File: src/rtl/npc_sequencer.sv
// Next-PC sequencer: picks the address the PC register loads next, and owns delay-slot, EPC/BD and ERET state.
// Latency: npc, link_addr and addr_err are combinational (zero cycles); epc, bd and in_delay are registered.
// Backpressure: stall holds all internal state and drives npc=pc so the PC register reloads itself.
//
// Ports:
//   clk, reset             clock; asynchronous active-high reset
//   pc                     current PC register value
//   npc_op                 0 SEQ, 1 BR, 2 J, 3 JAL, 4 JR, 5 ERET (6-7 behave as SEQ)
//   br_take, imm16         branch condition and word offset
//   instr_index            26-bit jump index
//   rs_val                 JR target register value
//   exc_req                exception request for the instruction at pc
//   stall                  freeze state, npc = pc
//   npc                    next PC
//   link_addr              JAL return address
//   epc, bd                captured exception PC and branch-delay flag
//   in_delay               current pc is a delay-slot instruction
//   addr_err               misaligned JR target (raises an exception)
module npc_sequencer #(
  parameter logic [31:0] RESET_VEC  = 32'h0000_3000,
  parameter logic [31:0] EXC_VEC    = 32'h0000_4180,
  parameter bit          DELAY_SLOT = 1'b1
) (
  input  logic        clk,
  input  logic        reset,
  input  logic [31:0] pc,
  input  logic [2:0]  npc_op,
  input  logic        br_take,
  input  logic [15:0] imm16,
  input  logic [25:0] instr_index,
  input  logic [31:0] rs_val,
  input  logic        exc_req,
  input  logic        stall,
  output logic [31:0] npc,
  output logic [31:0] link_addr,
  output logic [31:0] epc,
  output logic        bd,
  output logic        in_delay,
  output logic        addr_err
);

  localparam logic [2:0] OP_BR   = 3'd1;
  localparam logic [2:0] OP_J    = 3'd2;
  localparam logic [2:0] OP_JAL  = 3'd3;
  localparam logic [2:0] OP_JR   = 3'd4;
  localparam logic [2:0] OP_ERET = 3'd5;

  typedef enum logic {
    NORMAL = 1'b0,
    DELAY  = 1'b1
  } state_t;

  state_t      state, state_nxt;
  logic [31:0] pend_tgt, pend_tgt_nxt;
  logic [31:0] epc_nxt;
  logic        bd_nxt;

  logic [31:0] pc4;
  logic [31:0] br_off;
  logic [31:0] target;
  logic        is_br, is_j, is_jal, is_jr, is_eret;
  logic        taken;
  logic        exc;

  assign pc4     = pc + 32'd4;
  assign br_off  = {{14{imm16[15]}}, imm16, 2'b00};

  assign is_br   = (npc_op == OP_BR);
  assign is_j    = (npc_op == OP_J);
  assign is_jal  = (npc_op == OP_JAL);
  assign is_jr   = (npc_op == OP_JR);
  assign is_eret = (npc_op == OP_ERET);

  assign taken   = is_j | is_jal | is_jr | (is_br & br_take);

  always_comb begin
    target = pc4 + br_off;
    if (is_j | is_jal) begin
      target = {pc4[31:28], instr_index, 2'b00};
    end else if (is_jr) begin
      target = rs_val;
    end
  end

  // The jump in a delay slot is ignored, so its alignment cannot fault.
  assign addr_err  = (state == NORMAL) && is_jr && (rs_val[1:0] != 2'b00);
  assign exc       = exc_req | addr_err;
  assign in_delay  = (state == DELAY);
  assign link_addr = pc + (DELAY_SLOT ? 32'd8 : 32'd4);

  always_comb begin
    npc = pc4;
    if (reset) begin
      npc = RESET_VEC;
    end else if (stall) begin
      npc = pc;
    end else if (exc) begin
      npc = EXC_VEC;
    end else if ((state == NORMAL) && is_eret) begin
      npc = epc;
    end else if (state == DELAY) begin
      npc = pend_tgt;
    end else if (taken && !DELAY_SLOT) begin
      npc = target;
    end
  end

  always_comb begin
    state_nxt    = state;
    pend_tgt_nxt = pend_tgt;
    epc_nxt      = epc;
    bd_nxt       = bd;
    if (!stall) begin
      if (exc) begin
        // In a delay slot the restart point is the branch, one word back.
        epc_nxt      = (state == DELAY) ? (pc - 32'd4) : pc;
        bd_nxt       = (state == DELAY);
        state_nxt    = NORMAL;
        pend_tgt_nxt = '0;
      end else if (state == DELAY) begin
        state_nxt = NORMAL;
      end else if (taken && DELAY_SLOT) begin
        pend_tgt_nxt = target;
        state_nxt    = DELAY;
      end
    end
  end

  always_ff @(posedge clk or posedge reset) begin
    if (reset) begin
      state    <= NORMAL;
      pend_tgt <= '0;
      epc      <= '0;
      bd       <= 1'b0;
    end else begin
      state    <= state_nxt;
      pend_tgt <= pend_tgt_nxt;
      epc      <= epc_nxt;
      bd       <= bd_nxt;
    end
  end

endmodule

File: config.mk
export PLATFORM = sky130hd
export DESIGN_NAME = npc_sequencer
export DESIGN_NICKNAME = d
export VERILOG_FILES = /design/src/rtl/npc_sequencer.sv
export SDC_FILE = /design/constraint.sdc
export NUM_CORES = 1
export LEC_CHECK = 0
export BUFFER_PORTS_ARGS = -buffer_cell sky130_fd_sc_hd__buf_2
export CAP_MARGIN = 40
export CORE_UTILIZATION = 40
export CTS_CLUSTER_DIAMETER = 60
export DETAILED_ROUTE_END_ITERATION = 10
export PLACE_DENSITY_LB_ADDON = 0.08
export SLEW_MARGIN = 5
export SYNTH_ARGS = -nofsm -noshare
export SYNTH_HDL_FRONTEND = slang
export SYNTH_SLANG_ARGS = --single-unit
export TNS_END_PERCENT = 50
File: constraint.sdc
create_clock -name clk -period 1.8 [get_ports clk]
set_input_delay 0 -clock clk [delete_from_list [all_inputs] [get_ports clk]]
set_output_delay 0 -clock clk [all_outputs]
set_load 0.01 [all_outputs]
**After elaboration in Yosys (flattened, before gate mapping)**

Cells that the tools add are included.

- Input port bits: 114
- Flip-flop bits (word level): 66

- Equality and inequality tests: 6
- Reduce and logical (&&, ||, !) cells: 7
- Bitwise logic cells: 7
- Muxes and demuxes: 14
- $add $sub $neg: 4

Operators by type and width:

| operator | number |
|---|---|
| 32-bit two-way mux | 11 |
| 32-bit by 3-bit adder with 32-bit output (second input constant) | 1 |
| 32-bit adder | 1 |
| 32-bit by 4-bit adder with 32-bit output (second input constant) | 1 |
| 32-bit by 3-bit subtractor with 32-bit output (second input constant) | 1 |
| 3-bit by 2-bit == test with 1-bit output (second input constant) | 2 |
| 3-bit == test (second input constant) | 2 |
| 1-bit bitwise OR | 4 |
| 2-bit nonzero test | 2 |
| 3-bit by 1-bit == test with 1-bit output (second input constant) | 1 |
| 1-bit logical AND | 3 |
| 1-bit two-way mux | 3 |
| 3-bit AND reduction | 1 |
| 2-bit by 1-bit inequality test with 1-bit output (second input constant) | 1 |
| 1-bit NOT | 2 |
| 2-bit AND reduction | 1 |
| 1-bit bitwise AND | 1 |

**Longest topological paths before layout**

- Depth in word-level cells: 7
- Mapped depth: 20
- Mapped depth without buffers: 19

**Worst setup path after synthesis**

Ideal clock, no wire load.

- Path kind: input port to flip-flop
- From: input pc[7]
- To: register pend_tgt[31]
- Setup slack: -1.357 ns
- Required time: 1.673 ns
- Arrival: 3.031 ns
- Library setup time: 0.127 ns
- Buffers on the path: 2
- Stages: 18
- Cells stage by stage: buf_4 -> nand4_4 -> or3_4 -> or2_1 -> nor2_4 -> nand2_1 -> xnor2_2 -> ha_1 -> clkbuf_1 -> nand2_1 -> o21ai_0 -> o41ai_1 -> and2_1 -> nand4b_1 -> nand2_1 -> o221ai_1 -> a21oi_1 -> o21ai_1

- Word-level cells in the longest chain between the ends: 7

RTL lines:

| what | RTL line | text |
|---|---|---|
| from (decl) | 26 | `input logic [31:0] pc,` |
| 32-bit by 3-bit adder with 32-bit output (*) | 65 | `assign pc4 = pc + 32'd4;` |
| 32-bit adder | 77 | `target = pc4 + br_off;` |
| 32-bit two-way mux | 80 | `end else if (is_jr) begin` |
| 32-bit two-way mux (*) | 78 | `if (is_j \| is_jal) begin` |
| 32-bit two-way mux (*) | 122 | `end else if (taken && DELAY_SLOT) begin` |
| 32-bit two-way mux (*) | 120 | `end else if (state == DELAY) begin` |
| 32-bit two-way mux (*) | 114 | `if (exc) begin` |
| to (signal assigned) | 137 | `pend_tgt <= pend_tgt_nxt;` |
| to (decl) | 54 | `logic [31:0] pend_tgt, pend_tgt_nxt;` |

Mark *: on every way between the ends. The rest lies on a longest branch, timed or not. The select of a mux whose other input is x is not followed.
A chain may end at the register's enable or synchronous reset.

**Worst setup path in the final report**

- From: input pc[3]
- To: register pend_tgt[23]

- Word-level cells in the longest chain between the ends: 7

RTL lines:

| what | RTL line |
|---|---|
| 32-bit by 3-bit adder with 32-bit output | 65 |
| 32-bit adder | 77 |
| 32-bit two-way mux | 80 |
| 32-bit two-way mux | 78 |
| 32-bit two-way mux | 122 |
| 32-bit two-way mux | 120 |
| 32-bit two-way mux | 114 |

No other way between the ends. The select of a mux whose other input is x is not followed.

==> results_dict.tcl <==
set metrics [dict create \
    drtIter0Drc 561 \
    wl_mm 34.5 \
    synth.area.top_cells "dfrtp_1 22%, xnor2_1 8.0%, nand2_1 8.0%" \
    hold_viol_final 1 \
    grt_busiest_layer "met2" \
    cts.sinks 66 \
    cp_data_required_time_ns 2.03 \
    violations "negative hold slack, negative setup slack" \
    synthMuxAreaShare_pct 2.62 \
    yosys_register_bits 66 \
    grt.met1_usage_pct 41.0 \
    yosysTopAreaCell "dfrtp_1" \
    drv_cap 0 \
    synthFlopType "dfrtp_1" \
    period_needed_ns 2.70 \
    seqPwrFrac_pct 24.6 \
    timing.setup.tns_ns -21.36 \
    place_ws_ns -1.37 \
    p_leak_nw 6.19 \
    cts_buffers 9 \
    peakVddDrop_v 0.000569 \
    place.gp.congestion 0.926 \
    hpwlAfterDp_mm 25.3 \
    syn_area_per_cell_sq_um 7.35 \
    synth_top_area_share_pct 21.6 \
    cp.arrival_ns 2.94 \
    vias 9826 \
    synth.yosys.seq_area_share_pct 21.6 \
    cp-start-kind "input pin" \
    netSwitchingFraction_pct 37.0 \
    final_core_util_pct 72.0 \
    stdcell_count 1756 \
    synth_top_family_by_area "simple AND/OR/NAND/NOR gates" \
    outcome "finished, violations left" \
    antenna_found_initial 0 \
    worstSetupPathType "input pin to flip-flop" \
    die_x_um 140 \
    use_met3_pct 4.27 \
    power.density_nw_per_um2 558 \
    syn_inst 1039 \
    ioPinCount 213 \
    syn_to_final_growth_pct 76.2 \
    slew-limit-headroom_pct 63.0 \
    drtAntennaViolNets 0 \
    clock_path_buffers 2 \
    syn_area_sq_um 7640 \
    insertion_delay_ns 0.35 \
    clk_pin_slew_ns 0.06 \
    ys.warnings.count 0 \
    grt_overflow 0 \
    hold_class "input pin to flip-flop" \
    track_usage_pct 34.0 \
    die_y_um 140 \
    ctsRootBufferMaster "clkbuf_16" \
    rsz0062_at_grt "yes" \
    grt_first_pass_wirelength_mm 51.2 \
    antennaDiodeCount 0 \
    synth_compound_area_share_pct 25.4 \
    skew_ns 0.00288 \
    post_drt_wl_per_cell_um 19.6 \
    gr-usage-met2_pct 59.7 \
    finalPower_mw 7.51 \
    synth_fa_ha_area_share_pct 6.49 \
    drc 0 \
    combPwrFrac_pct 46.6 \
    post-route-period-util_pct 150 \
    p_sw_mw 2.77 \
    synth-simple-area-share_pct 26.2 \
    p_int_mw 4.73 \
    timing.hold.ws_ns -0.0307 \
    fin_ws_ns -0.902 \
    dp_cells 1674 \
    setup_viol 56 \
    final.fill_count 1492 \
    drive_above_1_share_pct 51.4 \
    fp.dieArea_sq_um 19700 \
    core_area_sq_um 18700 \
    firstDrtPassIters 6 \
    cp_max_fo 4 \
    async_flop_share_pct 100 \
    synth.distinct_cells 86 \
    synth_nets 1192 \
    worstMarginPinSlew_ns 0.555 \
    fin_nets 1670 \
    tritoncts "done" \
    htree_levels 3 \
    via_per_inst 5.60 \
    timing.final.max_slew_violations 0 \
    numPortBuffers 212 \
    p_clk_share_pct 28.8 \
    clock.fmax_ghz 0.370 \
    synthXorXnorAreaFrac_pct 11.5 \
    rows 50 \
    grt_pass1_vias 9443 \
    synth_edf_count 0 \
    worstSetupEndpointType "flip-flop" \
    initial_core_util_pct 40.8 \
    grt_max_degree 55 \
]
==> worst paths after layout <==
path                                      from      endpoint  depth (start not counted)  slack (ns)
worst max-delay path                     pc[3]  pend_tgt[23]                         19       -0.90
worst min-delay path            instr_index[8]  pend_tgt[10]                          3       -0.03
worst max register to register        in_delay  pend_tgt[31]                          9       -0.21
worst min register to register              bd            bd                          2        0.48
max in group asynchronous                reset      in_delay                          4        1.21
min in group asynchronous                reset       epc[10]                          4        0.14
==> placed cells by master, fill, tap and decap left out, drive strengths merged, types with 28 or more instances in the layout <==
| cell type | n |
|---|---|
| a21oi | 60 |
| buf | 537 |
| dfrtp | 66 |
| ha | 38 |
| nand2 | 165 |
| nand3 | 28 |
| nor2 | 86 |
| nor3 | 33 |
| o21ai | 117 |
| xnor2 | 72 |
==> what timing repair did <==
action	4_1_cts	5_1_grt
endpoints found under the setup margin	62	75
gates resized for setup	140	188
endpoints found under the hold margin	15	0
pin swaps	104	132
gates cloned	0	2
hold buffers	15	0
buffers inserted	29	29
==> Yosys cell counts, types with 16 or more instances <==
cell      instances
a21o_1           16
clkbuf_1         53
nand2_1         163
mux2i_1          20
xnor2_1          70
dfrtp_1          66
buf_2            17
o21ai_0         104
a21oi_1          59
inv_1            19
xor2_1           27
nand3_1          28
a22oi_1          19
nor3_1           28
nor2_1           84
ha_1             38
==> state kept, by name, indices dropped and copies added (netlist names) <==
signal    flops
bd            1
pend_tgt     32
epc          32
in_delay      1
==> stage by stage <==
| stage | hold slack (ns) | instance area [sq um] |
|---|---|---|
| detailed placement | 0.255 | 10900 |
| finish | -0.0307 | 13500 |
| global route | 0.00668 | 13500 |
| floorplan | 0.0918 | 7930 |
| CTS | 0.00884 | 12400 |
| global placement | 0.251 | 10900 |
==> per-layer routing <==
metal  wire length, um  share of wire (%)
met5                 0                  0
met4              1490                4.3
met3              1750                5.1
met2             17100                 50
met1             14100                 41
==> critical path, stage by stage <==
cell and delay [ns]:
buf_8 0.08, buf_6 0.09, ha_4 0.15, inv_4 0.04
nor2_4 0.14, and4_4 0.30, and2_4 0.17, nand3_4 0.09
xnor2_4 0.18, buf_6 0.13, ha_4 0.27, nand3_4 0.08
nor3_4 0.20, nand4_1 0.12, o211ai_1 0.31, buf_4 0.18
xnor2_2 0.11, o21ai_2 0.09, a22o_1 0.19
==> power by group through the flow <==
stage / clock network, mW / registers (mW) / logic, mW
final: 2.16 / 1.85 / 3.50
after global placement: 0 / 1.88 / 2.72
after detailed placement: 0 / 1.87 / 2.74
after CTS: 2.18 / 1.85 / 3.07
after floorplan: 0 / 1.84 / 1.49
after global routing: 2.25 / 1.86 / 3.76
==> cell families (layout without fill, tap and decap cells) <==
group,Yosys count,count (layout)
simple gates,402,402
compound gates,308,308
buf+inv,105,588
xor+xnor,99,99
flops,66,66
fa+ha+maj,39,39
mux,20,20
==> area by class of cell <==
type	instances	area, sq um	area share (%)
Clock buffer	9	225	1.67
Tap cell	234	293	2.17
Inverter	19	86.3	0.641
Timing Repair Buffer	553	4040	30.0
Multi-Input combinational cell	868	7040	52.3
Clock inverter	7	124	0.920
Sequential cell	66	1650	12.3
(Power assumes the default switching activity.)
